`src/rtl/rob_complete_arbiter_if.sv`:
```
// Completion bus between the execution units and the ROB completion arbiter.
// The master side is the execute stage; the slave side is the arbiter that drives the ROB write port.
interface rob_complete_arbiter_if #(
  parameter int NUM_REQ       = 4,
  parameter int ROB_ADDRWIDTH = 6
);
  logic [NUM_REQ-1:0]               tARB_req_IN;
  logic [NUM_REQ*ROB_ADDRWIDTH-1:0] tARB_robIdx_IN;
  logic [NUM_REQ-1:0]               tARB_exp_IN;
  logic [NUM_REQ-1:0]               tARB_taken_IN;
  logic [NUM_REQ*32-1:0]            tARB_targetPC_IN;
  logic [NUM_REQ-1:0]               fARB_grant_OUT;
  logic [ROB_ADDRWIDTH-1:0]         fARB_probeIdx_OUT;
  logic                             fARB_setFin_OUT;
  logic                             fARB_setExp_OUT;
  logic                             fARB_taken_OUT;
  logic [31:0]                      fARB_targetPC_OUT;
  logic                             fARB_pending_OUT;

  modport master (
    output tARB_req_IN, tARB_robIdx_IN, tARB_exp_IN, tARB_taken_IN, tARB_targetPC_IN,
    input  fARB_grant_OUT, fARB_probeIdx_OUT, fARB_setFin_OUT, fARB_setExp_OUT,
           fARB_taken_OUT, fARB_targetPC_OUT, fARB_pending_OUT
  );

  modport slave (
    input  tARB_req_IN, tARB_robIdx_IN, tARB_exp_IN, tARB_taken_IN, tARB_targetPC_IN,
    output fARB_grant_OUT, fARB_probeIdx_OUT, fARB_setFin_OUT, fARB_setExp_OUT,
           fARB_taken_OUT, fARB_targetPC_OUT, fARB_pending_OUT
  );
endinterface

```
`src/rtl/rob_complete_arbiter.sv`:
```
// Round-robin arbiter sharing the single ROB completion write port among NUM_REQ execution units.
// Grant is combinational; the winning completion is written to the ROB one cycle later from registers.
module rob_complete_arbiter #(
  parameter int NUM_REQ       = 4,
  parameter int ROB_ADDRWIDTH = 6,
  parameter int PTR_WIDTH     = 2
) (
  input  logic                 CLK,
  input  logic                 RESET,
  input  logic                 FREEZE,
  input  logic                 FLUSH_IN,
  rob_complete_arbiter_if.slave arbIf
);

  logic [PTR_WIDTH-1:0]     rrPtr_r;
  logic [ROB_ADDRWIDTH-1:0] probeIdx_r;
  logic                     setFin_r;
  logic                     setExp_r;
  logic                     taken_r;
  logic [31:0]              targetPC_r;

  logic                     arbActive_s;
  logic [NUM_REQ-1:0]       reqEff_s;
  logic [NUM_REQ-1:0]       grant_s;
  logic                     winValid_s;
  int                       winIdx_s;
  int                       basePtr_s;
  logic [PTR_WIDTH-1:0]     nextPtr_s;
  logic [ROB_ADDRWIDTH-1:0] selIdx_s;
  logic                     selExp_s;
  logic                     selTaken_s;
  logic [31:0]              selPC_s;

  assign arbActive_s = !RESET && !FREEZE && !FLUSH_IN;
  assign reqEff_s    = arbActive_s ? arbIf.tARB_req_IN : {NUM_REQ{1'b0}};

  // Round-robin winner search: first pass from the pointer upward, second pass wraps from unit 0.
  always_comb begin
    logic hit;
    winValid_s = 1'b0;
    winIdx_s   = 0;
    // An out-of-range pointer (non-power-of-2 NUM_REQ) restarts the scan at unit 0.
    basePtr_s  = (int'(rrPtr_r) >= NUM_REQ) ? 0 : int'(rrPtr_r);
    for (int k = 0; k < NUM_REQ; k++) begin
      hit        = !winValid_s && reqEff_s[k] && (k >= basePtr_s);
      winIdx_s   = hit ? k : winIdx_s;
      winValid_s = winValid_s | hit;
    end
    for (int k = 0; k < NUM_REQ; k++) begin
      hit        = !winValid_s && reqEff_s[k];
      winIdx_s   = hit ? k : winIdx_s;
      winValid_s = winValid_s | hit;
    end
  end

  // One-hot grant and payload selection for the winner.
  always_comb begin
    grant_s    = {NUM_REQ{1'b0}};
    selIdx_s   = {ROB_ADDRWIDTH{1'b0}};
    selExp_s   = 1'b0;
    selTaken_s = 1'b0;
    selPC_s    = 32'h0;
    for (int k = 0; k < NUM_REQ; k++) begin
      grant_s[k] = winValid_s && (winIdx_s == k);
      selIdx_s   = grant_s[k] ? arbIf.tARB_robIdx_IN[k*ROB_ADDRWIDTH +: ROB_ADDRWIDTH] : selIdx_s;
      selExp_s   = grant_s[k] ? arbIf.tARB_exp_IN[k] : selExp_s;
      selTaken_s = grant_s[k] ? arbIf.tARB_taken_IN[k] : selTaken_s;
      selPC_s    = grant_s[k] ? arbIf.tARB_targetPC_IN[k*32 +: 32] : selPC_s;
    end
    nextPtr_s = (winIdx_s == NUM_REQ - 1) ? {PTR_WIDTH{1'b0}} : PTR_WIDTH'(winIdx_s + 1);
  end

  // Output write-port registers and round-robin pointer; flush wins over freeze, reset over both.
  always_ff @(posedge CLK) begin
    if (RESET) begin
      rrPtr_r    <= {PTR_WIDTH{1'b0}};
      probeIdx_r <= {ROB_ADDRWIDTH{1'b0}};
      setFin_r   <= 1'b0;
      setExp_r   <= 1'b0;
      taken_r    <= 1'b0;
      targetPC_r <= 32'h0;
    end else if (FLUSH_IN) begin
      setFin_r   <= 1'b0;
      setExp_r   <= 1'b0;
      taken_r    <= 1'b0;
    end else if (FREEZE) begin
      setFin_r   <= 1'b0;
    end else if (winValid_s) begin
      rrPtr_r    <= nextPtr_s;
      probeIdx_r <= selIdx_s;
      setFin_r   <= 1'b1;
      setExp_r   <= selExp_s;
      taken_r    <= selTaken_s;
      targetPC_r <= selTaken_s ? selPC_s : 32'h0;
    end else begin
      setFin_r   <= 1'b0;
    end
  end

  assign arbIf.fARB_grant_OUT    = grant_s;
  assign arbIf.fARB_pending_OUT  = |(arbIf.tARB_req_IN & ~grant_s);
  assign arbIf.fARB_probeIdx_OUT = probeIdx_r;
  assign arbIf.fARB_setFin_OUT   = setFin_r;
  assign arbIf.fARB_setExp_OUT   = setExp_r;
  assign arbIf.fARB_taken_OUT    = taken_r;
  assign arbIf.fARB_targetPC_OUT = targetPC_r;

endmodule

```
`src/flat_wrapper.sv`:
```
// flat-port wrapper written by rule: the top's interface ports become plain ports
module rob_complete_arbiter_flat 
#(
  parameter int NUM_REQ       = 4,
  parameter int ROB_ADDRWIDTH = 6,
  parameter int PTR_WIDTH     = 2
)
  (CLK, RESET, FREEZE, FLUSH_IN, arbIf_tARB_req_IN, arbIf_tARB_robIdx_IN, arbIf_tARB_exp_IN, arbIf_tARB_taken_IN, arbIf_tARB_targetPC_IN, arbIf_fARB_grant_OUT, arbIf_fARB_probeIdx_OUT, arbIf_fARB_setFin_OUT, arbIf_fARB_setExp_OUT, arbIf_fARB_taken_OUT, arbIf_fARB_targetPC_OUT, arbIf_fARB_pending_OUT);
  rob_complete_arbiter_if #(.NUM_REQ(NUM_REQ), .ROB_ADDRWIDTH(ROB_ADDRWIDTH)) arbIf_i ();
  input  logic CLK;
  input  logic RESET;
  input  logic FREEZE;
  input  logic FLUSH_IN;
  input wire logic [$bits(arbIf_i.tARB_req_IN)-1:0] arbIf_tARB_req_IN;
  input wire logic [$bits(arbIf_i.tARB_robIdx_IN)-1:0] arbIf_tARB_robIdx_IN;
  input wire logic [$bits(arbIf_i.tARB_exp_IN)-1:0] arbIf_tARB_exp_IN;
  input wire logic [$bits(arbIf_i.tARB_taken_IN)-1:0] arbIf_tARB_taken_IN;
  input wire logic [$bits(arbIf_i.tARB_targetPC_IN)-1:0] arbIf_tARB_targetPC_IN;
  output wire logic [$bits(arbIf_i.fARB_grant_OUT)-1:0] arbIf_fARB_grant_OUT;
  output wire logic [$bits(arbIf_i.fARB_probeIdx_OUT)-1:0] arbIf_fARB_probeIdx_OUT;
  output wire logic [$bits(arbIf_i.fARB_setFin_OUT)-1:0] arbIf_fARB_setFin_OUT;
  output wire logic [$bits(arbIf_i.fARB_setExp_OUT)-1:0] arbIf_fARB_setExp_OUT;
  output wire logic [$bits(arbIf_i.fARB_taken_OUT)-1:0] arbIf_fARB_taken_OUT;
  output wire logic [$bits(arbIf_i.fARB_targetPC_OUT)-1:0] arbIf_fARB_targetPC_OUT;
  output wire logic [$bits(arbIf_i.fARB_pending_OUT)-1:0] arbIf_fARB_pending_OUT;
  assign arbIf_i.tARB_req_IN = arbIf_tARB_req_IN;
  assign arbIf_i.tARB_robIdx_IN = arbIf_tARB_robIdx_IN;
  assign arbIf_i.tARB_exp_IN = arbIf_tARB_exp_IN;
  assign arbIf_i.tARB_taken_IN = arbIf_tARB_taken_IN;
  assign arbIf_i.tARB_targetPC_IN = arbIf_tARB_targetPC_IN;
  assign arbIf_fARB_grant_OUT = arbIf_i.fARB_grant_OUT;
  assign arbIf_fARB_probeIdx_OUT = arbIf_i.fARB_probeIdx_OUT;
  assign arbIf_fARB_setFin_OUT = arbIf_i.fARB_setFin_OUT;
  assign arbIf_fARB_setExp_OUT = arbIf_i.fARB_setExp_OUT;
  assign arbIf_fARB_taken_OUT = arbIf_i.fARB_taken_OUT;
  assign arbIf_fARB_targetPC_OUT = arbIf_i.fARB_targetPC_OUT;
  assign arbIf_fARB_pending_OUT = arbIf_i.fARB_pending_OUT;
  rob_complete_arbiter #(.NUM_REQ(NUM_REQ), .ROB_ADDRWIDTH(ROB_ADDRWIDTH), .PTR_WIDTH(PTR_WIDTH)) u_core (.CLK(CLK), .RESET(RESET), .FREEZE(FREEZE), .FLUSH_IN(FLUSH_IN), .arbIf(arbIf_i));
endmodule
```
`config.mk`:
```
export PLATFORM = sky130hd
export DESIGN_NAME = rob_complete_arbiter_flat
export DESIGN_NICKNAME = d
export VERILOG_FILES = /design/src/rtl/rob_complete_arbiter_if.sv /design/src/rtl/rob_complete_arbiter.sv /design/src/flat_wrapper.sv
export SDC_FILE = /design/constraint.sdc
export NUM_CORES = 1
export LEC_CHECK = 0
export CAP_MARGIN = 20
export CORE_ASPECT_RATIO = 2
export CORE_UTILIZATION = 34
export CTS_BUF_LIST = sky130_fd_sc_hd__clkbuf_16
export DETAILED_ROUTE_END_ITERATION = 6
export GPL_TIMING_DRIVEN = 0
export HOLD_SLACK_MARGIN = 0.12
export PLACE_DENSITY = 0.82
export SYNTH_ARGS = -nofsm -noshare
export SYNTH_HDL_FRONTEND = slang
export SYNTH_SLANG_ARGS = --single-unit
```
`constraint.sdc`:
```
create_clock -name CLK -period 2.73 [get_ports CLK]
set_input_delay 0.273 -clock CLK [delete_from_list [all_inputs] [get_ports CLK]]
set_output_delay 0.273 -clock CLK [all_outputs]
set_load 0.01 [all_outputs]
```
==> results of run 1 <==
## cells in the mapped netlist (7+ instances only)
cell	instances	area share (%)
nand2_1	43	5.9
inv_1	8	1.1
dfxtp_1	43	32
a221o_1	36	13
o21ai_0	31	5.7
buf_2	8	1.5
a22oi_1	33	9.1
clkbuf_1	17	2.3
a21oi_1	12	2.2
and3_1	32	7.4
buf_6	7	2.9
nor2_1	9	1.2
## flip-flops by register name (all words and copies together) (netlist names)
register and count:
u_core.arbIf.fARB_probeIdx_OUT 6, u_core.arbIf.fARB_setExp_OUT 1, u_core.arbIf.fARB_setFin_OUT 1, u_core.arbIf.fARB_taken_OUT 1
u_core.arbIf.fARB_targetPC_OUT 32, u_core.rrPtr_r 2
## worst min path at each step
stage                                       from                           end  slack (ps)  cells after the start
finish                                     RESET             u_core.rrPtr_r[1]         200                      2
global route                               RESET             u_core.rrPtr_r[1]         210                      2
CTS                                        RESET             u_core.rrPtr_r[1]         200                      2
detailed placement   u_core.arbIf.fARB_taken_OUT   u_core.arbIf.fARB_taken_OUT         460                      2
global placement    u_core.arbIf.fARB_setExp_OUT  u_core.arbIf.fARB_setExp_OUT         460                      2
floorplan                               FLUSH_IN  u_core.arbIf.fARB_setExp_OUT         350                      1
## where the power goes
part | switching, µW | total (µW) | internal (µW)
clock network | 263 | 694 | 432
registers | 14.5 | 668 | 654
logic | 178 | 506 | 328
total | 455 | 1870 | 1410
## stage by stage
stage	util (%)	area [µm²]	std cells	setup TNS (ps)	total power, µW
floorplan	-	2720	333	0	822.8
global placement	64.77	4960	639	-21760	1159
detailed placement	64.77	4960	639	-25610	1169
CTS	68.33	5233	652	0	1860
global route	69.51	5323	660	-92.73	1936
finish	69.51	5323	660	0	1868
## worst max-delay path, stage by stage
cell and delay [ps]:
dlygate4sd2_1 310, nor2b_2 240, o21ai_1 90, a211oi_2 230, buf_4 170, inv_1 60
ha_2 210, a211oi_1 180, a211o_1 290, nor3_4 70, buf_4 160, buf_2 160
a221o_1 350
## timing repair
action                                  CTS  global route
hold buffers                              0             0
pin swaps                                 3             7
endpoints found under the setup margin   44            41
gates resized for setup                  31            20
buffers inserted                          5             7
endpoints found under the hold margin     0             0
gates cloned                              0             1
## metal layers
layer	track usage [%]	share of wire, %	wire length [µm]	up-vias
li1	-	-	-	1743
met1	31.38	36	4592	1736
met2	55.61	54	6926	165
met3	4.610	5.4	692	41
met4	15.09	4.7	607	0
met5	0	0	0	-
## cell families after synthesis
logic type / synth area share, %
flops: 31.65
buf+inv: 8.602
simple gates: 20.65
compound gates: 37.26
fa+ha+maj: 1.840
## final cells by class
type                            instances  area, µm²
Buffer                                 35      240.2
Fill cell                             670       2335
Tap cell                               94      117.6
Clock buffer                            5      125.1
Multi-Input combinational cell        246       1682
Timing Repair Buffer                  225       2212
Inverter                                9      38.79
Clock inverter                          3      43.79
Sequential cell                        43      863.3
==> results.json, run 1 <==
{
  "cts-root-buf": "clkbuf_16",
  "dr.pass1.iters": 4,
  "setup_ws_ps": 88.64,
  "drc": 0,
  "status": "completed",
  "power_density_nw_per_um2": 351.0,
  "viasPerCell": 5.583,
  "die_x_um": 65.25,
  "drive_gt1_share_pct": 11.13,
  "cts_tree": "done",
  "start_util_pct": 35.52,
  "synth_edf_count": 0,
  "pre_cts_ws_ps": -818.2,
  "synth_cell_types": 39,
  "routabilityCongestion": 0.9014,
  "die_area_um2": 8383,
  "clk_pin_slew_ps": 60,
  "yosys_register_bits": 43,
  "grt_pass1_vias": 3803,
  "syn_to_final_growth_pct": 95.68,
  "peakVddDrop_uv": 324.8,
  "worstHoldPathType": "in2reg",
  "final_common_cell": "clkdlybuf4s50_1",
  "avgSynthCellArea_um2": 8.168,
  "grt_max_degree": 15,
  "worstRegToRegCells": 12,
  "synthCells": 333,
  "cap_violations": 0,
  "required_ps": 2900,
  "start_kind": "input port",
  "slew_headroom_pct": 58.61,
  "crit_fanout": 6,
  "skew_ps": 2.489,
  "crit_start": "arbIf_tARB_req_IN[1]",
  "worstSetupEndpointType": "flop",
  "antenna_left": 0,
  "syn_nets": 505,
  "tightest_slew_ps": 620.8,
  "rows": 45,
  "globalRouteTotalUtil_pct": 29.94,
  "clk_path_buf_depth": 2,
  "vias": 3685,
  "dp_hpwl_mm": 10.04,
  "wire_per_inst_um": 19.42,
  "dieHeight_um": 128.5,
  "r2r-end": "u_core.arbIf.fARB_targetPC_OUT[14]",
  "antennaDiodeCount": 0,
  "critical_path_class": "in2reg",
  "coreArea_um2": 7657,
  "overflow": 0,
  "whs_ps": 200.2,
  "max_freq_ghz": 0.3786,
  "arrival_ps": 2810,
  "ys_async_sr_fraction_pct": 0,
  "yosysSeqAreaShare_pct": 31.65,
  "r2r-start": "u_core.rrPtr_r[1]",
  "layout.nets": 737,
  "post-route-period-util_pct": 96.75,
  "slew_viol_final": 0,
  "finalSetupViolations": 0,
  "syn_area_um2": 2720,
  "antenna_found_initial": 0,
  "ys.warnings.count": 0,
  "first_iter_violations": 216,
  "io_pins": 214,
  "worstSkewPairLatency_ps": 280,
  "cts_buffers": 5,
  "clkSinkCount": 43,
  "synth_top_flop_cell": "dfxtp_1",
  "totalWireLength_mm": 12.82,
  "htree_levels": 2,
  "fin_crit_ps": 2641,
  "layout_common_cells": "203 x clkdlybuf4s50_1, 43 x nand2_1, 41 x dfxtp_1, 36 x a221o_1, 32 x and3_1",
  "leakage_uw": 0.002170,
  "endpoint": "u_core.arbIf.fARB_targetPC_OUT[14]",
  "grt_pass1_wl_mm": 19.33,
  "portBuffers": 212,
  "hold_violations": 0,
  "r2r_slack_ps": 90
}
Note: power is estimated with default switching activity, not from simulation.
==> inputs of run 2 (changes only) <==
--- a/config.mk
+++ b/config.mk
@@ -8,7 +8,6 @@
 export CAP_MARGIN = 20
 export CORE_ASPECT_RATIO = 2
 export CORE_UTILIZATION = 34
-export CTS_BUF_LIST = sky130_fd_sc_hd__clkbuf_16
 export DETAILED_ROUTE_END_ITERATION = 6
 export GPL_TIMING_DRIVEN = 0
 export HOLD_SLACK_MARGIN = 0.12
==> results of run 2 <==
No change in the layout: final DEF, timing and power equal those of run 1.
==> inputs of run 3 (changes only) <==
--- a/config.mk
+++ b/config.mk
@@ -5,12 +5,11 @@
 export SDC_FILE = /design/constraint.sdc
 export NUM_CORES = 1
 export LEC_CHECK = 0
-export CAP_MARGIN = 20
 export CORE_ASPECT_RATIO = 2
 export CORE_UTILIZATION = 34
 export DETAILED_ROUTE_END_ITERATION = 6
 export GPL_TIMING_DRIVEN = 0
-export HOLD_SLACK_MARGIN = 0.12
+export HOLD_SLACK_MARGIN = 0.08
 export PLACE_DENSITY = 0.82
 export SYNTH_ARGS = -nofsm -noshare
 export SYNTH_HDL_FRONTEND = slang
==> results of run 3 <==
No change in the layout: final DEF, timing and power equal those of run 1.
